[src/rtl/cam_pkg.sv]
// Shared types and helpers for the OV7670 capture front end.
//   cam_state_t : capture controller states
//   DECIM_*     : encodings of the 2-bit decim input
//   decim_shift : maps a decim code to a power-of-two shift (0, 1 or 2)
//   out_dim     : output image dimension for a given shift (dim >> shift)
package cam_pkg;

    typedef enum logic [1:0] {
        IDLE    = 2'd0,
        WAIT_VS = 2'd1,
        ACTIVE  = 2'd2
    } cam_state_t;

    localparam logic [1:0] DECIM_1X  = 2'd0;
    localparam logic [1:0] DECIM_2X  = 2'd1;
    localparam logic [1:0] DECIM_4X  = 2'd2;
    localparam logic [1:0] DECIM_4XB = 2'd3;

    // Codes 2 and 3 both select 1:4 decimation.
    function automatic logic [1:0] decim_shift(input logic [1:0] code);
        logic [1:0] shift;
        case (code)
            DECIM_1X: shift = 2'd0;
            DECIM_2X: shift = 2'd1;
            default:  shift = 2'd2;
        endcase
        return shift;
    endfunction

    // Width or height of the decimated output image.
    function automatic int out_dim(input int dim, input int shift);
        return dim >> shift;
    endfunction

endpackage

[src/rtl/cam_sync_edge.sv]
// Multi-bit 2-flop synchroniser with one extra delay stage for edge detection.
//   clk   : sampling clock
//   rst_n : synchronous active-low reset, clears all stages
//   din   : asynchronous inputs
//   lvl   : synchronised level (second stage)
//   rise  : one-cycle pulse on a 0->1 transition of lvl
//   fall  : one-cycle pulse on a 1->0 transition of lvl
module cam_sync_edge #(
    parameter int W = 1
) (
    input  logic         clk,
    input  logic         rst_n,
    input  logic [W-1:0] din,
    output logic [W-1:0] lvl,
    output logic [W-1:0] rise,
    output logic [W-1:0] fall
);

    logic [W-1:0] s1_reg;
    logic [W-1:0] s2_reg;
    logic [W-1:0] s3_reg;

    generate
        for (genvar gi = 0; gi < W; gi++) begin : g_bit
            always_ff @(posedge clk) begin
                if (!rst_n) begin
                    s1_reg[gi] <= 1'b0;
                    s2_reg[gi] <= 1'b0;
                    s3_reg[gi] <= 1'b0;
                end else begin
                    s1_reg[gi] <= din[gi];
                    s2_reg[gi] <= s1_reg[gi];
                    s3_reg[gi] <= s2_reg[gi];
                end
            end

            assign lvl[gi]  = s2_reg[gi];
            assign rise[gi] = s2_reg[gi] & ~s3_reg[gi];
            assign fall[gi] = ~s2_reg[gi] & s3_reg[gi];
        end
    endgenerate

endmodule

[src/rtl/cam_capture_ctrl.sv]
// OV7670 pixel-capture controller: oversamples the camera bus in the
// CLOCK_24 domain, assembles luma (YUV422) or RGB565 pixels, decimates by
// 1/2/4 per axis and emits linear framebuffer writes.
//   CLOCK_24   : sole clock;  rst_n : synchronous active-low reset
//   D, PCLK, HREF, VSYNC : asynchronous camera pins
//   fmt_rgb    : 0 = luma, 1 = RGB565 (latched at frame start)
//   decim      : 0 = 1:1, 1 = 1:2, 2/3 = 1:4 (latched at frame start)
//   snap_mode  : 0 = continuous, 1 = capture one frame per arm pulse
//   arm        : one-cycle snapshot arm pulse
//   pix_we / pix_addr / pix_data : framebuffer write port
//   frame_done : pulse when a captured frame ends;  busy : in ACTIVE
//   ovf_err    : sticky until next frame start;  frame_cnt : completed frames
module cam_capture_ctrl
    import cam_pkg::*;
#(
    parameter int IMG_W   = 640,
    parameter int IMG_H   = 480,
    parameter int ADDR_W  = 19,
    parameter int Y_PHASE = 0
) (
    input  logic              CLOCK_24,
    input  logic              rst_n,
    input  logic [7:0]        D,
    input  logic              PCLK,
    input  logic              HREF,
    input  logic              VSYNC,
    input  logic              fmt_rgb,
    input  logic [1:0]        decim,
    input  logic              snap_mode,
    input  logic              arm,
    output logic              pix_we,
    output logic [ADDR_W-1:0] pix_addr,
    output logic [15:0]       pix_data,
    output logic              frame_done,
    output logic              busy,
    output logic              ovf_err,
    output logic [7:0]        frame_cnt
);

    // One spare bit so out-of-range columns/rows are representable; the
    // counters saturate instead of wrapping back into the valid range.
    localparam int CW = $clog2(IMG_W) + 1;
    localparam int RW = $clog2(IMG_H) + 1;
    localparam logic [CW-1:0] IMG_W_C = CW'(IMG_W);
    localparam logic [RW-1:0] IMG_H_C = RW'(IMG_H);
    localparam logic          Y_BIT   = (Y_PHASE != 0);

    // ---------------- input synchronisers ----------------
    logic [2:0] ctl_lvl, ctl_rise, ctl_fall;
    logic [7:0] dat_lvl, dat_rise, dat_fall;

    cam_sync_edge #(.W(3)) u_sync_ctl (
        .clk  (CLOCK_24),
        .rst_n(rst_n),
        .din  ({PCLK, HREF, VSYNC}),
        .lvl  (ctl_lvl),
        .rise (ctl_rise),
        .fall (ctl_fall)
    );

    cam_sync_edge #(.W(8)) u_sync_dat (
        .clk  (CLOCK_24),
        .rst_n(rst_n),
        .din  (D),
        .lvl  (dat_lvl),
        .rise (dat_rise),
        .fall (dat_fall)
    );

    logic pclk_rise, href_lvl, href_rise, href_fall, vs_rise, vs_fall;
    assign pclk_rise = ctl_rise[2];
    assign href_lvl  = ctl_lvl[1];
    assign href_rise = ctl_rise[1];
    assign href_fall = ctl_fall[1];
    assign vs_rise   = ctl_rise[0];
    assign vs_fall   = ctl_fall[0];

    logic unused_sync;
    assign unused_sync = ^{ctl_lvl[2], ctl_lvl[0], ctl_fall[2], dat_rise, dat_fall};

    // ---------------- state ----------------
    cam_state_t          state_reg, state_next;
    logic                armed_reg;
    logic                fmt_reg;
    logic [1:0]          dsh_reg;
    logic [CW-1:0]       col_reg;
    logic [RW-1:0]       row_reg;
    logic [ADDR_W-1:0]   addr_reg;
    logic                byte_phase_reg;
    logic [7:0]          hi_byte_reg;
    logic                pix_we_reg;
    logic [ADDR_W-1:0]   pix_addr_reg;
    logic [15:0]         pix_data_reg;
    logic                frame_done_reg;
    logic                ovf_reg;
    logic [7:0]          frame_cnt_reg;

    logic enter_active, frame_end;

    always_ff @(posedge CLOCK_24) begin
        if (!rst_n) begin
            state_reg <= IDLE;
        end else begin
            state_reg <= state_next;
        end
    end

    always_comb begin
        state_next   = state_reg;
        enter_active = 1'b0;
        frame_end    = 1'b0;
        case (state_reg)
            IDLE: begin
                // arm on the same cycle as the VSYNC rise still counts.
                if (vs_rise && (!snap_mode || armed_reg || arm)) begin
                    state_next = WAIT_VS;
                end
            end
            WAIT_VS: begin
                if (vs_fall) begin
                    state_next   = ACTIVE;
                    enter_active = 1'b1;
                end
            end
            ACTIVE: begin
                if (vs_rise) begin
                    state_next = IDLE;
                    frame_end  = 1'b1;
                end
            end
            default: state_next = IDLE;
        endcase
    end

    // ---------------- pixel assembly ----------------
    // A byte arriving in the same cycle as the HREF rise is treated as the
    // first byte of the new line.
    logic          phase_cur;
    logic [CW-1:0] col_cur;
    logic [CW-1:0] col_inc;
    logic [RW-1:0] row_inc;
    logic          byte_ev, pix_ev, in_bounds, on_grid;
    logic [15:0]   pix_val;
    logic [1:0]    grid_mask;

    always_comb begin
        phase_cur = href_rise ? 1'b0 : byte_phase_reg;
        col_cur   = href_rise ? '0 : col_reg;
        col_inc   = (col_cur == '1) ? col_cur : col_cur + CW'(1);
        row_inc   = (row_reg == '1) ? row_reg : row_reg + RW'(1);
        byte_ev   = (state_reg == ACTIVE) && href_lvl && pclk_rise;
        if (fmt_reg) begin
            pix_ev  = byte_ev && phase_cur;
            pix_val = {hi_byte_reg, dat_lvl};
        end else begin
            pix_ev  = byte_ev && (phase_cur == Y_BIT);
            pix_val = {8'h00, dat_lvl};
        end
        // Low d bits of the column/row must be zero for a kept pixel.
        grid_mask = {dsh_reg[1], dsh_reg[1] | dsh_reg[0]};
        in_bounds = (col_cur < IMG_W_C) && (row_reg < IMG_H_C);
        on_grid   = ((col_cur & CW'(grid_mask)) == '0) &&
                    ((row_reg & RW'(grid_mask)) == '0);
    end

    always_ff @(posedge CLOCK_24) begin
        if (!rst_n) begin
            armed_reg      <= 1'b0;
            fmt_reg        <= 1'b0;
            dsh_reg        <= '0;
            col_reg        <= '0;
            row_reg        <= '0;
            addr_reg       <= '0;
            byte_phase_reg <= 1'b0;
            hi_byte_reg    <= '0;
            pix_we_reg     <= 1'b0;
            pix_addr_reg   <= '0;
            pix_data_reg   <= '0;
            frame_done_reg <= 1'b0;
            ovf_reg        <= 1'b0;
            frame_cnt_reg  <= '0;
        end else begin
            pix_we_reg     <= 1'b0;
            frame_done_reg <= frame_end;

            if (frame_end) begin
                frame_cnt_reg <= frame_cnt_reg + 8'd1;
                armed_reg     <= 1'b0;
            end else if (arm && state_reg != ACTIVE) begin
                armed_reg <= 1'b1;
            end

            if (enter_active) begin
                fmt_reg        <= fmt_rgb;
                dsh_reg        <= decim_shift(decim);
                col_reg        <= '0;
                row_reg        <= '0;
                addr_reg       <= '0;
                byte_phase_reg <= 1'b0;
                ovf_reg        <= 1'b0;
            end else if (state_reg == ACTIVE) begin
                if (href_rise) begin
                    col_reg        <= '0;
                    byte_phase_reg <= 1'b0;
                end
                if (byte_ev) begin
                    byte_phase_reg <= ~phase_cur;
                    if (!phase_cur) begin
                        hi_byte_reg <= dat_lvl;
                    end
                end
                if (pix_ev) begin
                    col_reg <= col_inc;
                    if (!in_bounds) begin
                        ovf_reg <= 1'b1;
                    end else if (on_grid) begin
                        pix_we_reg   <= 1'b1;
                        pix_addr_reg <= addr_reg;
                        pix_data_reg <= pix_val;
                        addr_reg     <= addr_reg + ADDR_W'(1);
                    end
                end
                // Lines that delivered no pixel do not advance the row.
                if (href_fall && col_reg != '0) begin
                    row_reg <= row_inc;
                end
            end
        end
    end

    assign pix_we     = pix_we_reg;
    assign pix_addr   = pix_addr_reg;
    assign pix_data   = pix_data_reg;
    assign frame_done = frame_done_reg;
    assign busy       = (state_reg == ACTIVE);
    assign ovf_err    = ovf_reg;
    assign frame_cnt  = frame_cnt_reg;

endmodule

[config.mk]
export PLATFORM = sky130hd
export DESIGN_NAME = cam_capture_ctrl
export DESIGN_NICKNAME = d
export VERILOG_FILES = /design/src/rtl/cam_pkg.sv /design/src/rtl/cam_sync_edge.sv /design/src/rtl/cam_capture_ctrl.sv
export SDC_FILE = /design/constraint.sdc
export NUM_CORES = 1
export LEC_CHECK = 0
export CORE_AREA = 2 2 99 101
export DETAILED_ROUTE_END_ITERATION = 8
export DIE_AREA = 0 0 101 103
export PLACE_DENSITY_LB_ADDON = 0.12
export SYNTH_ARGS = -nofsm -noshare
export SYNTH_HDL_FRONTEND = slang
export SYNTH_SLANG_ARGS = --single-unit
[constraint.sdc]
create_clock -name CLOCK_24 -period 4.4 [get_ports CLOCK_24]
set_input_delay 1.1 -clock CLOCK_24 [delete_from_list [all_inputs] [get_ports CLOCK_24]]
set_output_delay 1.1 -clock CLOCK_24 [all_outputs]
set_load 0.01 [all_outputs]
==> flow_summary.json, run 1 <==
{
  "timing_worst_slew_pin_value_ns": 1.207,
  "clock-root-buffer": "clkbuf_8",
  "clock-sinks": 126,
  "cp_top_family": "buffers and inverters",
  "nNetsFinal": 657,
  "crit_path_start": "state_reg[1]$_SDFFE_PN0P_",
  "signed_area_change_from_the_synthesized_netlist_to_the_final_layout_pct": 25.25,
  "r2r_cells": 6,
  "grt_pass1_vias": 4347,
  "synth_nets": 612,
  "antenna_found_initial": 0,
  "critPathRequiredTime_ns": 3.30,
  "worst_setup_path_end_kind": "primary output",
  "cts_setup_buffers": 0,
  "hold_violations": 0,
  "x_dimension_of_the_die_um": 101,
  "synth_area_per_cell_um2": 8.928,
  "detail_route.wl_per_cell_um": 15.40,
  "worst_hold_slack_after_final_layout_ns": 0.4303,
  "synth-edff-count": 0,
  "setup_repair_after_global_routing_missed_its_margin": "false",
  "static-leakage-power_nw": 2.267,
  "tritoncts": "built",
  "min_path_type": "flip-flop to flip-flop",
  "part_of_the_total_power_dissipated_in_the_clock_network": 0.551,
  "worst_r2r_startpoint": "state_reg[1]$_SDFFE_PN0P_",
  "ys_types": 50,
  "slew_violations": 0,
  "power.share.sequential": 0.430,
  "postSynth.asyncResetShare": 0,
  "crit_type": "flip-flop to primary output",
  "all_layer_global_routing_usage": 0.2378,
  "worst_slack_ns": 1.080,
  "route.detailed.drc": 0,
  "clk-insertion-delay-late_ns": 0.52,
  "timing.setup.tns_ns": 0,
  "timing.final.crit_share": 0.7545,
  "number_of_antenna_cells_inserted": 0,
  "dominantRegCellSynth": "dfxtp_1",
  "grt_pass1_wl_um": 19590,
  "setup.reg_to_reg.worst_slack_ns": 1.53,
  "combinationalPowerShare": 0.019,
  "cp_peak_stage_delay_ns": 0.69,
  "fin_worst_skew_ns": 0.006696,
  "period_needed_ns": 3.320,
  "initial_core_util": 0.5569,
  "vdd_ir_drop_max_mv": 0.2688,
  "cp-endpoint": "busy",
  "sw_frac": 0.2020,
  "grt_overflow": 0,
  "violation_count_after_the_first_detailed_routing_iteration": 218,
  "cts_buffers": 17,
  "worstPathCellList": "nor2b_1 -> clkdlybuf4s50_1",
  "worst_slew_margin_rel": 0.1951,
  "synth.yosys.seq_area_share": 0.4789,
  "worstHoldPathCells": 1,
  "full_die_area_um2": 10400,
  "synthesis.area_um2": 5268,
  "height_of_the_chip_um": 103,
  "setup_viol_count_final": 0,
  "routed_wirelength_um": 11730,
  "power_density_nw_per_um2": 408.4,
  "placeableCoreArea_um2": 9459,
  "ys_ff_latch": 126,
  "floorplan.io_pins": 65,
  "yosysWarnings": 0,
  "first_pass_iters": 4,
  "grt_max_degree": 85,
  "place.detailed.hpwl_um": 7398,
  "final_layout_size_suffix_gt1_frac": 0.07407,
  "cts_repair_resize_count": 0,
  "worst-path-buf-inv": 1,
  "cp_data_arrival_time_ns": 2.22,
  "port_buffers": 64,
  "drv_cap": 0,
  "max-clock-path-buffers": 2,
  "power_report.internal_total_mw": 2.150,
  "clk_transition_reported_paths_ns": 0.06,
  "critPathSlowestCell": "clkdlybuf4s50_1",
  "crit_fanout": 10,
  "power.switching_uw": 544.3,
  "cts_hold_buffers": 0,
  "via_per_inst": 5.864,
  "r2r-end": "addr_reg[2]$_SDFFE_PP0P_",
  "outcome": "finished clean",
  "htree_levels": 4,
  "place_ws_ns": 1.566,
  "fillers": 750,
  "syn-instance-count": 590,
  "vias": 4468,
  "number_of_logic_stages_on_the_critical_path_including_buffering": 2,
  "fmax_ghz": 0.3012,
  "antenna_violating_nets_post_route": 0,
  "setup.worst_path.start_class": "flip-flop",
  "gp_congestion": 0.7945,
  "core.rowCount": 36
}
## cell families after synthesis
kind of cell | after synthesis | synth area share
compound gates | 148 | 0.1800
simple gates | 239 | 0.2551
mux | 7 | 0.01354
flops | 126 | 0.4789
xor+xnor | 16 | 0.02660
buf+inv | 50 | 0.03634
fa+ha+maj | 4 | 0.009502
## worst min path at each step
stage                                     from                           end  slack, ns
5_1_grt        u_sync_ctl.s1_reg[2]$_SDFF_PN0_  u_sync_ctl.lvl[2]$_SDFF_PN0_       0.44
4_1_cts        u_sync_dat.s1_reg[2]$_SDFF_PN0_  u_sync_dat.lvl[2]$_SDFF_PN0_       0.43
3_5_place_dp   u_sync_dat.s1_reg[2]$_SDFF_PN0_  u_sync_dat.lvl[2]$_SDFF_PN0_       0.42
2_1_floorplan  u_sync_ctl.s1_reg[0]$_SDFF_PN0_  u_sync_ctl.lvl[0]$_SDFF_PN0_       0.41
3_3_place_gp   u_sync_dat.s1_reg[4]$_SDFF_PN0_  u_sync_dat.lvl[4]$_SDFF_PN0_       0.42
6_report       u_sync_ctl.s1_reg[2]$_SDFF_PN0_  u_sync_ctl.lvl[2]$_SDFF_PN0_       0.43
## cell usage after synthesis (all sizes together) (2+ instances only)
library cell	n	area share
o31ai	14	0.020
or2	2	0.0024
and2	33	0.039
and3	9	0.011
nand3	61	0.058
clkbuf	42	0.030
inv	4	0.0028
a21o	3	0.0043
nor4	4	0.0047
dfxtp	126	0.48
a21boi	44	0.063
nand4b	3	0.0050
buf	4	0.0036
nand2b	6	0.0071
a21oi	30	0.029
o211ai	2	0.0028
nor3	5	0.0047
nor3b	2	0.0028
or4	14	0.020
a31oi	3	0.0036
nor2b	10	0.012
mux2i	6	0.011
ha	4	0.0095
a41o	2	0.0038
nand2	31	0.022
and4b	2	0.0038
nor2	22	0.016
nand4	22	0.026
o21ai	41	0.039
xnor2	5	0.0083
or3	3	0.0036
xor2	11	0.018
nor4bb	2	0.0038
and4	5	0.0083
## power by group through the flow
stage                     Clock (mW)  Sequential [mW]  Combinational [mW]
after floorplan                    0             1.18              0.0316
after global placement             0             1.18              0.0515
after detailed placement           0             1.18              0.0524
after CTS                       1.50             1.16              0.0526
after global routing            1.56             1.16              0.0581
final                           1.48             1.16              0.0521
## metal layers
metal | GRT usage | share of wire | wire, um
met3 | 0.06644 | 0.040 | 467
met1 | 0.2867 | 0.44 | 5163
met5 | 0 | 0 | 0
met2 | 0.3959 | 0.50 | 5899
met4 | 0.1112 | 0.017 | 201
## worst register-to-register path, stage by stage (launching register included)
cell and delay, ns:
dfxtp_1 0.38, nor2b_1 0.63, and4b_1 0.47, o21a_1 0.51, buf_4 0.39, a31oi_1 0.14, a41o_1 0.24
## metrics by stage
| stage | power (mW) | utilization | instance area, um^2 | instances |
|---|---|---|---|---|
| floorplan | 1.212 | - | 5268 | 590 |
| global placement | 1.234 | 0.6300 | 5959 | 730 |
| detailed placement | 1.235 | 0.6300 | 5959 | 730 |
| CTS | 2.712 | 0.6975 | 6598 | 762 |
| global route | 2.779 | 0.6975 | 6598 | 762 |
| finish | 2.695 | 0.6975 | 6598 | 762 |
## layout by cell type (no fill, tap or decap), drive strengths merged, types with 5 or more instances in the layout
cell type	count
a21boi	44
a21oi	30
and2	33
and3	9
and4	5
buf	9
clkbuf	20
clkdlybuf4s50	63
dfxtp	126
inv	6
mux2i	6
nand2	31
nand2b	6
nand3	61
nand4	22
nor2	22
nor2b	10
nor3	5
o21ai	41
o31ai	14
or4	14
xnor2	5
xor2	11
## cell type report
| type | count | area (um^2) | share of cell area |
|---|---|---|---|
| Timing Repair Buffer | 72 | 695.7 | 0.1054 |
| Tap cell | 114 | 142.6 | 0.02162 |
| Inverter | 4 | 15.01 | 0.002276 |
| Sequential cell | 126 | 2522 | 0.3823 |
| Clock buffer | 20 | 455.4 | 0.06903 |
| Clock inverter | 12 | 182.7 | 0.02769 |
| Multi-Input combinational cell | 414 | 2584 | 0.3916 |
(Power assumes the default switching activity.)
==> run 2: changes to the inputs <==
CORE_AREA = 2 2 101 103   (was 2 2 99 101)
DIE_AREA = 0 0 103 105   (was 0 0 101 103)
clock period = 3.1 ns   (was 4.4 ns; I/O delays follow)
==> run 2 against run 1 <==
  * Sequential cell count unchanged
  * Final cell count rose by 2.4%
  * Combinational power increased by 44%
  * Non-clock buffer count grew 3
  * Clock power grew 36%
  * Via count is 1.1% higher
  * Critical endpoint unchanged
  * Largest cell class unchanged
  * Highest routed layer unchanged
==> flow_summary.json, run 2 (synthesized netlist as in run 1, its figures left out) <==
{
  "place.detailed.hpwl_um": 7410,
  "gp_congestion": 0.8123,
  "fmax_ghz": 0.3692,
  "first_pass_iters": 5,
  "worst_slew_margin_rel": 0.3384,
  "setup.reg_to_reg.worst_slack_ns": 0.46,
  "initial_core_util": 0.5465,
  "worst_r2r_startpoint": "col_reg[7]$_SDFFE_PP0N_",
  "worstPathCellList": "nor2b_1 -> buf_4 -> clkdlybuf4s50_1",
  "crit_type": "flip-flop to primary output",
  "number_of_antenna_cells_inserted": 0,
  "violation_count_after_the_first_detailed_routing_iteration": 213,
  "ff_latch_area_um2": 2522,
  "setup_viol_count_final": 0,
  "worst_setup_path_end_kind": "primary output",
  "clock-root-buffer": "clkbuf_8",
  "power.switching_uw": 709.9,
  "static-leakage-power_nw": 2.277,
  "part_of_the_total_power_dissipated_in_the_clock_network": 0.540,
  "via_per_inst": 5.794,
  "r2r_cells": 6,
  "htree_levels": 4,
  "outcome": "finished clean",
  "final_common_cell": "dfxtp_1",
  "x_dimension_of_the_die_um": 103,
  "routed_wirelength_um": 11770,
  "setup_repair_after_global_routing_missed_its_margin": "false",
  "fin_worst_skew_ns": 0.007285,
  "cts_setup_buffers": 0,
  "slew_violations": 0,
  "layout.cell_area.non_filler_um2": 6601,
  "r2r-end": "addr_reg[0]$_SDFFE_PP0P_",
  "route.detailed.drc": 0,
  "power_report.internal_total_mw": 3.023,
  "grt_max_degree": 84,
  "port_buffers": 64,
  "min_path_type": "flip-flop to flip-flop",
  "finalPower_mw": 3.733,
  "mostFrequentLayoutCells": "126 x dfxtp_1, 63 x clkdlybuf4s50_1, 61 x nand3_1",
  "core.rowCount": 36,
  "placeableCoreArea_um2": 9639,
  "grt_pass1_wl_um": 19820,
  "final_layout_size_suffix_gt1_frac": 0.07264,
  "antenna_violating_nets_post_route": 0,
  "fillers": 813,
  "full_die_area_um2": 10820,
  "clk_transition_reported_paths_ns": 0.05,
  "critPathSlowestCell": "clkdlybuf4s50_1",
  "setup.worst_path.start_class": "flip-flop",
  "detail_route.wl_per_cell_um": 15.09,
  "multiInputGateArea_um2": 2584,
  "critPathRequiredTime_ns": 2.32,
  "timing.final.crit_share": 0.8738,
  "nNetsFinal": 660,
  "combinationalPowerShare": 0.020,
  "sw_frac": 0.1902,
  "antenna_found_initial": 0,
  "timing.setup.tns_ns": 0,
  "vdd_ir_drop_max_mv": 0.3995,
  "all_layer_global_routing_usage": 0.2296,
  "cts_buffers": 17,
  "clock-sinks": 126,
  "cts_repair_resize_count": 0,
  "period_needed_ns": 2.709,
  "drv_cap": 0,
  "power.share.sequential": 0.440,
  "floorplan.io_pins": 65,
  "crit_fanout": 19,
  "timing_worst_slew_pin_value_ns": 0.9887,
  "max-clock-path-buffers": 2,
  "height_of_the_chip_um": 105,
  "crit_path_start": "state_reg[1]$_SDFFE_PN0P_",
  "tritoncts": "built",
  "hold_violations": 0,
  "grt_overflow": 0,
  "grt_pass1_vias": 4283,
  "cp-endpoint": "busy",
  "cp_data_arrival_time_ns": 1.93,
  "cp_peak_stage_delay_ns": 0.58,
  "signed_area_change_from_the_synthesized_netlist_to_the_final_layout_pct": 25.32,
  "placedInstanceArea_um2": 6006,
  "cts_hold_buffers": 0,
  "vias": 4519,
  "clk-insertion-delay-late_ns": 0.51,
  "power_density_nw_per_um2": 565.4
}
==> run 2: metal layers <==
layer  wire, um  track usage  part of all wire  up-vias
li1           -            -                 -     2242
met3        578      0.07224             0.049       11
met2       5841       0.3794              0.50      114
met4        119      0.07425             0.010        0
met1       5232       0.2810              0.44     2152
met5          0            0                 0        -
==> run 2: power by group through the flow <==
stage	clock network, mW	registers [mW]	logic, mW
2_1_floorplan	0	1.68	0.0448
3_3_place_gp	0	1.68	0.0748
3_5_place_dp	0	1.68	0.0759
4_1_cts	2.04	1.64	0.0762
5_1_grt	2.12	1.64	0.0836
6_report	2.01	1.64	0.0748
==> run 2: worst max-delay path, delay by kind of cell (launching register included) <==
kind / cells / cell delay [ns]
buf+inv: 2 / 0.85
simple gates: 1 / 0.19
flops: 1 / 0.39
==> run 2: worst min path at each step <==
stage                                    start                      endpoint  depth (start not counted)  slack [ns]
6_report       u_sync_dat.s1_reg[7]$_SDFF_PN0_  u_sync_dat.lvl[7]$_SDFF_PN0_                          1        0.43
4_1_cts        u_sync_dat.s1_reg[7]$_SDFF_PN0_  u_sync_dat.lvl[7]$_SDFF_PN0_                          1        0.43
5_1_grt        u_sync_dat.s1_reg[1]$_SDFF_PN0_  u_sync_dat.lvl[1]$_SDFF_PN0_                          1        0.45
3_3_place_gp   u_sync_dat.s1_reg[1]$_SDFF_PN0_  u_sync_dat.lvl[1]$_SDFF_PN0_                          1        0.41
3_5_place_dp   u_sync_dat.s1_reg[7]$_SDFF_PN0_  u_sync_dat.lvl[7]$_SDFF_PN0_                          1        0.42
2_1_floorplan  u_sync_ctl.s1_reg[0]$_SDFF_PN0_  u_sync_ctl.lvl[0]$_SDFF_PN0_                          1        0.41
==> run 2: layout make-up <==
class	instances	share of cell area
clock buffers	20	0.06899
clock inverters	8	0.02123
inverters	4	0.002274
multi-input cells	414	0.3914
flip-flops and latches	126	0.3821
well taps	133	0.02521
repair buffers	75	0.1088
==> run 2: through the flow <==
stage / hold WS [ns] / util / setup WS [ns] / cells
floorplan: 0.4119 / - / 0.8965 / 590
global placement: 0.4142 / 0.6231 / 0.5291 / 752
detailed placement: 0.4169 / 0.6231 / 0.4989 / 752
CTS: 0.4299 / 0.6848 / 0.3757 / 780
global route: 0.4501 / 0.6848 / 0.3040 / 780
finish: 0.4304 / 0.6848 / 0.3912 / 780
==> run 3: changes to the inputs <==
SKIP_CTS_REPAIR_TIMING = 1   (was default)
==> results of run 3 <==
Final layout, timing and power as in run 2 (identical DEF).
